===== config.mk =====
export PLATFORM = sky130hd
export DESIGN_NAME = arith_test_sequencer
export DESIGN_NICKNAME = d
export VERILOG_FILES = /design/src/rtl/arith_tb_pkg.sv /design/src/rtl/tb_lfsr64.sv /design/src/rtl/arith_test_sequencer.sv
export SDC_FILE = /design/constraint.sdc
export NUM_CORES = 1
export LEC_CHECK = 0
export CAP_MARGIN = 5
export CORE_MARGIN = 1.5
export CORE_UTILIZATION = 55
export CTS_CLUSTER_SIZE = 28
export DETAILED_ROUTE_END_ITERATION = 8
export PLACE_DENSITY = 0.8
export SLEW_MARGIN = 20
export SYNTH_ARGS = -nofsm -noshare
export SYNTH_HDL_FRONTEND = slang
export SYNTH_HIERARCHICAL = 1
export SYNTH_SLANG_ARGS = --single-unit

===== constraint.sdc =====
create_clock -name clk -period 3.09 [get_ports clk]
set_input_delay 0.618 -clock clk [delete_from_list [all_inputs] [get_ports clk]]
set_output_delay 0.618 -clock clk [all_outputs]
set_load 0.005 [all_outputs]

===== src/rtl/arith_tb_pkg.sv =====
// Shared definitions for the arithmetic test sequencer.
// Contents: FSM state encoding, 64-bit LFSR tap mask, default seed and latency limit,
// and a helper that replaces an all-zero seed with 1.
package arith_tb_pkg;

  // FSM state encoding
  typedef enum logic [2:0] {
    ST_IDLE  = 3'd0,
    ST_DRIVE = 3'd1,
    ST_WAIT  = 3'd2,
    ST_CHECK = 3'd3,
    ST_DONE  = 3'd4
  } state_e;

  // Fibonacci feedback taps 64,63,61,60 (bit n maps to index n-1)
  localparam logic [63:0] LFSR_TAPS       = 64'hD800_0000_0000_0000;
  localparam logic [63:0] DEFAULT_SEED    = 64'h0123_4567_89AB_CDEF;
  localparam int unsigned DEFAULT_MAX_LAT = 15;

  // An all-zero LFSR would lock up, so a zero seed becomes 1
  function automatic logic [63:0] fix_seed(input logic [63:0] seed);
    return (seed == 64'd0) ? 64'd1 : seed;
  endfunction

endpackage


===== src/rtl/tb_lfsr64.sv =====
// 64-bit Fibonacci LFSR (taps 64,63,61,60) used as the operand source.
// Ports: clk, reset (async active-low, loads seed), load (sync seed load),
//        adv (step once), hold (freeze state; load still wins), state (current value).
module tb_lfsr64
  import arith_tb_pkg::*;
#(
  parameter logic [63:0] SEED = DEFAULT_SEED
) (
  input  logic        clk,
  input  logic        reset,
  input  logic        load,
  input  logic        adv,
  input  logic        hold,
  output logic [63:0] state
);

  localparam logic [63:0] SEED_EFF = fix_seed(SEED);

  logic [63:0] lfsr_q;
  logic [63:0] lfsr_d;

  // Next-state: load > hold > advance
  always_comb begin
    lfsr_d = lfsr_q;
    if (load) begin
      lfsr_d = SEED_EFF;
    end else if (!hold && adv) begin
      lfsr_d = {lfsr_q[62:0], ^(lfsr_q & LFSR_TAPS)};
    end
  end

  always_ff @(posedge clk or negedge reset) begin
    if (!reset) begin
      lfsr_q <= SEED_EFF;
    end else begin
      lfsr_q <= lfsr_d;
    end
  end

  assign state = lfsr_q;

endmodule


===== src/rtl/arith_test_sequencer.sv =====
// Drives pseudo-random operand pairs into an external adder, waits a programmable
// latency, compares its result against a locally computed sum and counts samples
// and mismatches (both saturating).
// Ports: clk, reset (async active-low); enable/freeze/clear host controls
//        (priority clear > freeze > enable); cfg_latency, cfg_count configuration;
//        dut_a/dut_b operands out, dut_s result in; o_data_ctr, o_event_ctr counters;
//        o_busy, o_done status; o_debug = {state, zeros, latency counter}.
// Optional: define ERR_CAPTURE_EN to add o_err_a/o_err_b/o_err_s/o_err_valid,
//           which capture the first mismatching sample since reset or clear.
module arith_test_sequencer
  import arith_tb_pkg::*;
#(
  parameter int unsigned WIDTH   = 32,
  parameter logic [63:0] SEED    = DEFAULT_SEED,
  parameter int unsigned MAX_LAT = DEFAULT_MAX_LAT
) (
  input  logic             clk,
  input  logic             reset,
  input  logic             enable,
  input  logic             freeze,
  input  logic             clear,
  input  logic [3:0]       cfg_latency,
  input  logic [WIDTH-1:0] cfg_count,
  output logic [WIDTH-1:0] dut_a,
  output logic [WIDTH-1:0] dut_b,
  input  logic [WIDTH-1:0] dut_s,
  output logic [WIDTH-1:0] o_data_ctr,
  output logic [WIDTH-1:0] o_event_ctr,
  output logic             o_busy,
  output logic             o_done,
`ifdef ERR_CAPTURE_EN
  output logic [WIDTH-1:0] o_err_a,
  output logic [WIDTH-1:0] o_err_b,
  output logic [WIDTH-1:0] o_err_s,
  output logic             o_err_valid,
`endif
  output logic [WIDTH-1:0] o_debug
);

  localparam logic [3:0] LAT_LIM = (MAX_LAT > 15) ? 4'd15 : 4'(MAX_LAT);

  state_e           state_q, state_d;
  logic [3:0]       lat_q, lat_d;
  logic [WIDTH-1:0] samp_q, samp_d;
  logic [WIDTH-1:0] exp_q, exp_d;
  logic [WIDTH-1:0] a_q, a_d, b_q, b_d;
  logic [WIDTH-1:0] data_q, data_d, event_q, event_d;
  logic             busy_q, busy_d, done_q, done_d;
  logic             mism;
  logic             lfsr_adv;
  logic [63:0]      lfsr;
  logic [3:0]       lat_cfg;
  logic [WIDTH+2:0] dbg_state;

  tb_lfsr64 #(.SEED(SEED)) u_lfsr (
    .clk   (clk),
    .reset (reset),
    .load  (clear),
    .adv   (lfsr_adv),
    .hold  (freeze),
    .state (lfsr)
  );

  assign lat_cfg = (cfg_latency > LAT_LIM) ? LAT_LIM : cfg_latency;

  // Next-state and datapath
  always_comb begin
    state_d  = state_q;
    lat_d    = lat_q;
    samp_d   = samp_q;
    exp_d    = exp_q;
    a_d      = a_q;
    b_d      = b_q;
    data_d   = data_q;
    event_d  = event_q;
    mism     = 1'b0;
    lfsr_adv = 1'b0;
    if (clear) begin
      state_d = ST_IDLE;
      lat_d   = '0;
      samp_d  = '0;
      exp_d   = '0;
      a_d     = '0;
      b_d     = '0;
      data_d  = '0;
      event_d = '0;
    end else if (!freeze) begin
      case (state_q)
        ST_IDLE: begin
          if (enable) begin
            state_d = ST_DRIVE;
            samp_d  = '0;
          end
        end
        ST_DRIVE: begin
          a_d      = lfsr[WIDTH-1:0];
          b_d      = lfsr[32+WIDTH-1:32];
          exp_d    = lfsr[WIDTH-1:0] + lfsr[32+WIDTH-1:32];
          lat_d    = lat_cfg;
          lfsr_adv = 1'b1;
          state_d  = (lat_cfg == 4'd0) ? ST_CHECK : ST_WAIT;
        end
        ST_WAIT: begin
          lat_d = lat_q - 4'd1;
          if (lat_q <= 4'd1) begin
            state_d = ST_CHECK;
          end
        end
        ST_CHECK: begin
          mism   = (dut_s != exp_q);
          samp_d = samp_q + WIDTH'(1);
          if (data_q != '1) begin
            data_d = data_q + WIDTH'(1);
          end
          if (mism && (event_q != '1)) begin
            event_d = event_q + WIDTH'(1);
          end
          // Burst end uses the post-increment sample count
          if ((cfg_count != '0) && (samp_d == cfg_count)) begin
            state_d = ST_DONE;
          end else if (!enable) begin
            state_d = ST_IDLE;
          end else begin
            state_d = ST_DRIVE;
          end
        end
        ST_DONE: begin
          if (!enable) begin
            state_d = ST_IDLE;
          end
        end
        default: state_d = ST_IDLE;
      endcase
    end
    busy_d = (state_d != ST_IDLE) && (state_d != ST_DONE);
    done_d = (state_d == ST_DONE);
  end

  always_ff @(posedge clk or negedge reset) begin
    if (!reset) begin
      state_q <= ST_IDLE;
      lat_q   <= '0;
      samp_q  <= '0;
      exp_q   <= '0;
      a_q     <= '0;
      b_q     <= '0;
      data_q  <= '0;
      event_q <= '0;
      busy_q  <= 1'b0;
      done_q  <= 1'b0;
    end else begin
      state_q <= state_d;
      lat_q   <= lat_d;
      samp_q  <= samp_d;
      exp_q   <= exp_d;
      a_q     <= a_d;
      b_q     <= b_d;
      data_q  <= data_d;
      event_q <= event_d;
      busy_q  <= busy_d;
      done_q  <= done_d;
    end
  end

`ifdef ERR_CAPTURE_EN
  logic [WIDTH-1:0] err_a_q, err_a_d, err_b_q, err_b_d, err_s_q, err_s_d;
  logic             err_valid_q, err_valid_d;

  // Capture only the first mismatch since reset or clear
  always_comb begin
    err_a_d     = err_a_q;
    err_b_d     = err_b_q;
    err_s_d     = err_s_q;
    err_valid_d = err_valid_q;
    if (clear) begin
      err_a_d     = '0;
      err_b_d     = '0;
      err_s_d     = '0;
      err_valid_d = 1'b0;
    end else if (mism && !err_valid_q) begin
      err_a_d     = a_q;
      err_b_d     = b_q;
      err_s_d     = dut_s;
      err_valid_d = 1'b1;
    end
  end

  always_ff @(posedge clk or negedge reset) begin
    if (!reset) begin
      err_a_q     <= '0;
      err_b_q     <= '0;
      err_s_q     <= '0;
      err_valid_q <= 1'b0;
    end else begin
      err_a_q     <= err_a_d;
      err_b_q     <= err_b_d;
      err_s_q     <= err_s_d;
      err_valid_q <= err_valid_d;
    end
  end

  assign o_err_a     = err_a_q;
  assign o_err_b     = err_b_q;
  assign o_err_s     = err_s_q;
  assign o_err_valid = err_valid_q;
`endif

  // State lands in the top three bits, latency counter in the low nibble
  assign dbg_state   = {state_q, WIDTH'(0)};
  assign o_debug     = dbg_state[WIDTH+2:3] | WIDTH'(lat_q);
  assign dut_a       = a_q;
  assign dut_b       = b_q;
  assign o_data_ctr  = data_q;
  assign o_event_ctr = event_q;
  assign o_busy      = busy_q;
  assign o_done      = done_q;

endmodule


* Word-level counts from Yosys, hierarchy flattened
Cells that the tools add are included.
** Word-level totals
- Register bits after elaboration :: 265
- Bits of input ports :: 73
- Output and inout port bits :: 162
** Cells by class
- $add $sub $neg :: 5
- $lt $le $gt $ge :: 2
- Equal/unequal tests :: 12
- Multiplexer cells :: 39
- Bitwise operators :: 1
- Reductions and logical operators :: 22
** Operators with widths (count)
- 32-bit two-way mux :: 20
- 64-bit two-way mux :: 2
- 32-bit by 1-bit adder with 32-bit output (second input constant) :: 3
- 32-bit inequality test (second input constant) :: 2
- 32-bit case mux with 2 select lines :: 1
- 64-bit parity :: 1
- 32-bit adder :: 1
- 32-bit equality test :: 1
- 32-bit inequality test :: 1
- 32-bit by 4-bit bitwise OR with 32-bit output :: 1
- 32-bit nonzero test :: 1
- 3-bit two-way mux :: 6
- 3-bit case mux with 5 select lines :: 1
- 4-bit two-way mux :: 3
- 2-bit nonzero test :: 5
- 3-bit AND reduction :: 3
- 3-bit nonzero test :: 3
- 4-bit case mux with 2 select lines :: 1
- 3-bit by 2-bit equality test with 1-bit output (second input constant) :: 2
- 3-bit equality test (second input constant) :: 2
- 3-bit inequality test (second input constant) :: 2
- 1-bit two-way mux :: 5
- 4-bit > comparator (second input constant) :: 1
- 4-bit by 1-bit <= comparator with 1-bit output (second input constant) :: 1
- 8 further kinds :: 12

* Depth between registers and ports, before layout
- Depth after elaboration :: 9
- Depth in mapped cells :: 11

* Hierarchy
Netlist, hierarchy kept.
** By module, submodules not included
- arith_test_sequencer :: times used 1, cells an instance 1331, area each 12256.8 sq um
- tb_lfsr64 :: times used 1, cells an instance 282, area each 2670.1 sq um

* Least setup slack after synthesis
No wires, ideal clock.
- Path type :: register -> register
- From :: register u_lfsr.lfsr_q[0], in the netlist u_lfsr/state[0]
- To :: register exp_q[30]
- Data arrival time :: 2.654 ns
- Data required time :: 2.968 ns
- Slack :: 0.314 ns
- Stages on the path, launching flop included :: 11
- Clock period less this slack :: 2.776 ns
- Cell sequence :: dfstp_2 ha_1 fa_1 a211oi_1 o21ai_0 nand4_1 a21oi_1 a21oi_1 o311ai_0 or3_1 a32o_1
** On the way
- Cells in the longest elaborated chain, start to end :: 4
** Ends and longest elaborated chain
- start, declared :: line tb_lfsr64.sv:19 : logic [63:0] lfsr_q;
- start signal, assigned :: line tb_lfsr64.sv:36 : lfsr_q <= lfsr_d;
- 32-bit adder :: line arith_test_sequencer.sv:98 : exp_d = lfsr[WIDTH-1:0] + lfsr[32+WIDTH-1:32];
- 32-bit two-way mux :: line arith_test_sequencer.sv:88 : case (state_q)
- 32-bit two-way mux :: line arith_test_sequencer.sv:87 : end else if (!freeze) begin
- 32-bit two-way mux :: line arith_test_sequencer.sv:78 : if (clear) begin
- end signal, assigned :: line arith_test_sequencer.sv:155 : exp_q <= exp_d;
- end, declared :: line arith_test_sequencer.sv:45 : logic [WIDTH-1:0] exp_q, exp_d;
No other way between the ends. The select of a mux whose other input is x is not followed.
A chain may end at the register's enable or synchronous reset.

* Final worst setup path
- From :: register samp_q[2]
- To :: register state_q[0]
** On the way
- Cells in the longest elaborated chain, start to end :: 7
** Ends and longest elaborated chain
- start, declared :: line arith_test_sequencer.sv:44 : logic [WIDTH-1:0] samp_q, samp_d;
- start signal, assigned :: line arith_test_sequencer.sv:154 : samp_q <= samp_d;
- 32-bit by 1-bit adder with 32-bit output :: line arith_test_sequencer.sv:111 : samp_d = samp_q + WIDTH'(1);
- 32-bit equality test :: line arith_test_sequencer.sv:119 : if ((cfg_count != '0) && (samp_d == cfg_count)) begin
- 1-bit logical AND :: line arith_test_sequencer.sv:119
- 3-bit two-way mux :: line arith_test_sequencer.sv:119
- 3-bit case mux with 5 select lines :: line arith_test_sequencer.sv:88
- 3-bit two-way mux :: line arith_test_sequencer.sv:87
- 3-bit two-way mux :: line arith_test_sequencer.sv:78
- via state_d[0] :: line arith_test_sequencer.sv:42 : state_e state_q, state_d;
- end signal, assigned :: line arith_test_sequencer.sv:152 : state_q <= state_d;
- end, declared :: line arith_test_sequencer.sv:42
The timed path passes the listed nets, and every way through them passes these cells.

==> metrics.cfg <==
[cts]
numClockSinks=265
cts_tree=built
cts_hold_buf=0
clockRootBuffer=clkbuf_16
clk_pin_slew_ns=0.06
cts-buffers-inserted=29
clockBufferDepth=3
clkLatencyLatePin_ns=0.56
htreeDepth=1

[synthesis]
synth_cell_types=84
yosysTopAreaCellShare_pct=39.1
synth_edf_count=0
synth_area_leader_cell=dfrtp_1
synth_area_leaders=dfrtp_1, nand2_1, dfstp_2
ys_warn_count=6
synth.avg_cell_area_um2=9.25
ys.flop_type=dfrtp_1
async_flop_share_pct=100
ys_ff_latch=265
synth_area_um2=14900
synth_cells=1613
yosysSeqAreaShare_pct=44.7

[pwr]
internal_power_mw=5.87
swShare_pct=23.8
p_total_mw=7.70
pwr-share-comb_pct=8.6
p_seq_share_pct=46.5
power_density_nw_per_um2=417
switchingPower_mw=1.83
leakagePower_nw=7.97
power_frac_clock_pct=44.9
irDropWorstVdd_v=0.000419

[placement]
place.port_buffers=209
placedCellCount=2139
globalplace.congestion=0.960
dp_hpwl_um=29000
place_area_um2=17500
pre_cts_slack_ns=-0.0408

[final_layout]
layout_commonest_cell=nand2_1
final_nets=1939
final_cell_count_no_fill=2192
final_area_um2=18500
layout-drive-gt1-share_pct=9.51
final_cell_mix=nand2_1, dfrtp_1, clkdlybuf4s50_1, nor2_1, o21ai_0
nFillCells=2062
area_growth_pct=23.7
final_util_pct=68.9
n_antenna_cell=0
multiInputGateArea_um2=7690
regArea_um2=6670

[die]
start_util_pct=55.7
dieArea_um2=28100
core_um2=26800
die_h_um=168
rows=60
die_x_um=168
io-pin-count=235

[routing]
drt_iter0_markers=1287
wl_um=40900
drc=0
wl_per_cell_um=18.7
dr_total_vias=13200
detail-route-antenna-nets=0
drt-pass1-iter-count=5
avgViaCountPerCell=6.02

[sta]
relSlewSlack_pct=34.6
setup_slack_ns=0.120
rsz0062_at_grt=false
fin_crit_sh_pct=96.1
setup_viol=0
tns_ns=0
hold_slack_ns=0.0382
min_period_ns=2.97
finalHoldViolations=0
fmax_mhz=337
tightest_slew_ns=0.978
clock-skew-final_ns=0.0197
maxSlewViolCount=0

[setup_path]
crit_fanout=13
critPathSlowestCell=or4_4
worstPathArrival_ns=3.38
max_stage_delay_ns=0.55
cp-end-kind=flop
crit_required_ns=3.50
path_class=reg2reg
start_kind=flop
path_cells=and4_1, nand4_4, or4_4, and2_4, nor4b_2, nand4_1, o311ai_2, o21ai_1

[global_routing]
grt_usage_pct=28.9
antenna_found_initial=0
grt_first_pass_wirelength_um=66200
grt_overflow=0
grt_max_degree=90
grt_pass1_vias=12521

[hold_path]
hold_class=in2async

[run_status]
status=finished, final reports clean

[flow_run]
maxCapViolations=0

==> Yosys cell counts, drive strengths merged (16+ instances only) <==
library cell / n
a21oi: 84
nand4: 36
and2: 16
dfrtp: 233
nor4: 32
nand3b: 33
buf: 65
dfstp: 32
nor2: 120
inv: 21
a22o: 71
nand2: 242
o21ai: 106
xor2: 90
a21o: 17
ha: 36
nor3: 34
xnor2: 65
o31ai: 18
clkbuf: 48
nand3: 40
and3: 23
==> worst paths after layout <==
check	start	to	slack, ns	cells after the start
setup / recovery	samp_q[2]	state_q[0]	0.12	8
hold / removal	reset	o_data_ctr[30]	0.04	1
setup reg to reg	samp_q[2]	state_q[0]	0.12	8
hold reg to reg	dut_b[20]	dut_b[20]	0.50	1
max in group asynchronous	reset	samp_q[27]	2.14	2
min in group clk	clear	o_data_ctr[18]	0.42	2
==> power by group through the flow <==
stage | sequential [mW] | clock (mW) | combinational [mW]
finish | 3.58 | 3.46 | 0.659
global route | 3.59 | 3.66 | 0.722
CTS | 3.58 | 3.51 | 0.660
detailed placement | 3.64 | 0 | 0.654
global placement | 3.64 | 0 | 0.643
floorplan | 3.63 | 0 | 0.320
==> registers in the layout, indices dropped and copies added (netlist names) <==
name and count:
u_lfsr/state 64, dut_a 32, dut_b 32, exp_q 32, o_data_ctr 32, o_event_ctr 32, samp_q 32, lat_q 4
state_q 3, o_busy 1, o_done 1
==> layer usage <==
layer | vias to the layer above | GRT usage (%) | share of wire [%] | wire (µm)
met5 | - | 0 | 0 | 0
li1 | 6130 | - | - | -
met3 | 62 | 3.99 | 7.8 | 3180
met4 | 0 | 6.66 | 1.8 | 717
met2 | 595 | 45.7 | 46 | 18700
met1 | 6413 | 42.4 | 45 | 18300
==> layout make-up <==
class                           count  area share [%]
Clock buffer                       45            4.58
Clock inverter                      8           0.596
Inverter                           21           0.427
Multi-Input combinational cell   1238            41.6
Sequential cell                   265            36.1
Tap cell                          341            2.31
Timing Repair Buffer              274            14.3
==> cell families after synthesis <==
| family | count (synthesis) | share of synthesized area [%] |
|---|---|---|
| buffers and inverters | 134 | 4.57 |
| adder cells (fa/ha/maj) | 37 | 3.15 |
| AND/OR/NAND/NOR | 648 | 21.9 |
| flip-flops | 265 | 44.7 |
| multiplexers | 5 | 0.386 |
| AO/OA/AOI/OAI | 368 | 16.2 |
| XOR/XNOR | 155 | 9.09 |
| other | 1 | 0.0251 |
==> worst max-delay path, delay by kind of cell (launching register included) <==
kind / cells / cell delay (ns)
compound gates: 2 / 0.47
flops: 1 / 0.53
simple gates: 6 / 1.83
==> repair_timing <==
item,CTS,global route
gates resized for setup,0,3
hold endpoints to repair,0,0
endpoints found under the setup margin,0,4
buffers inserted,0,0
(Power assumes the default switching activity.)
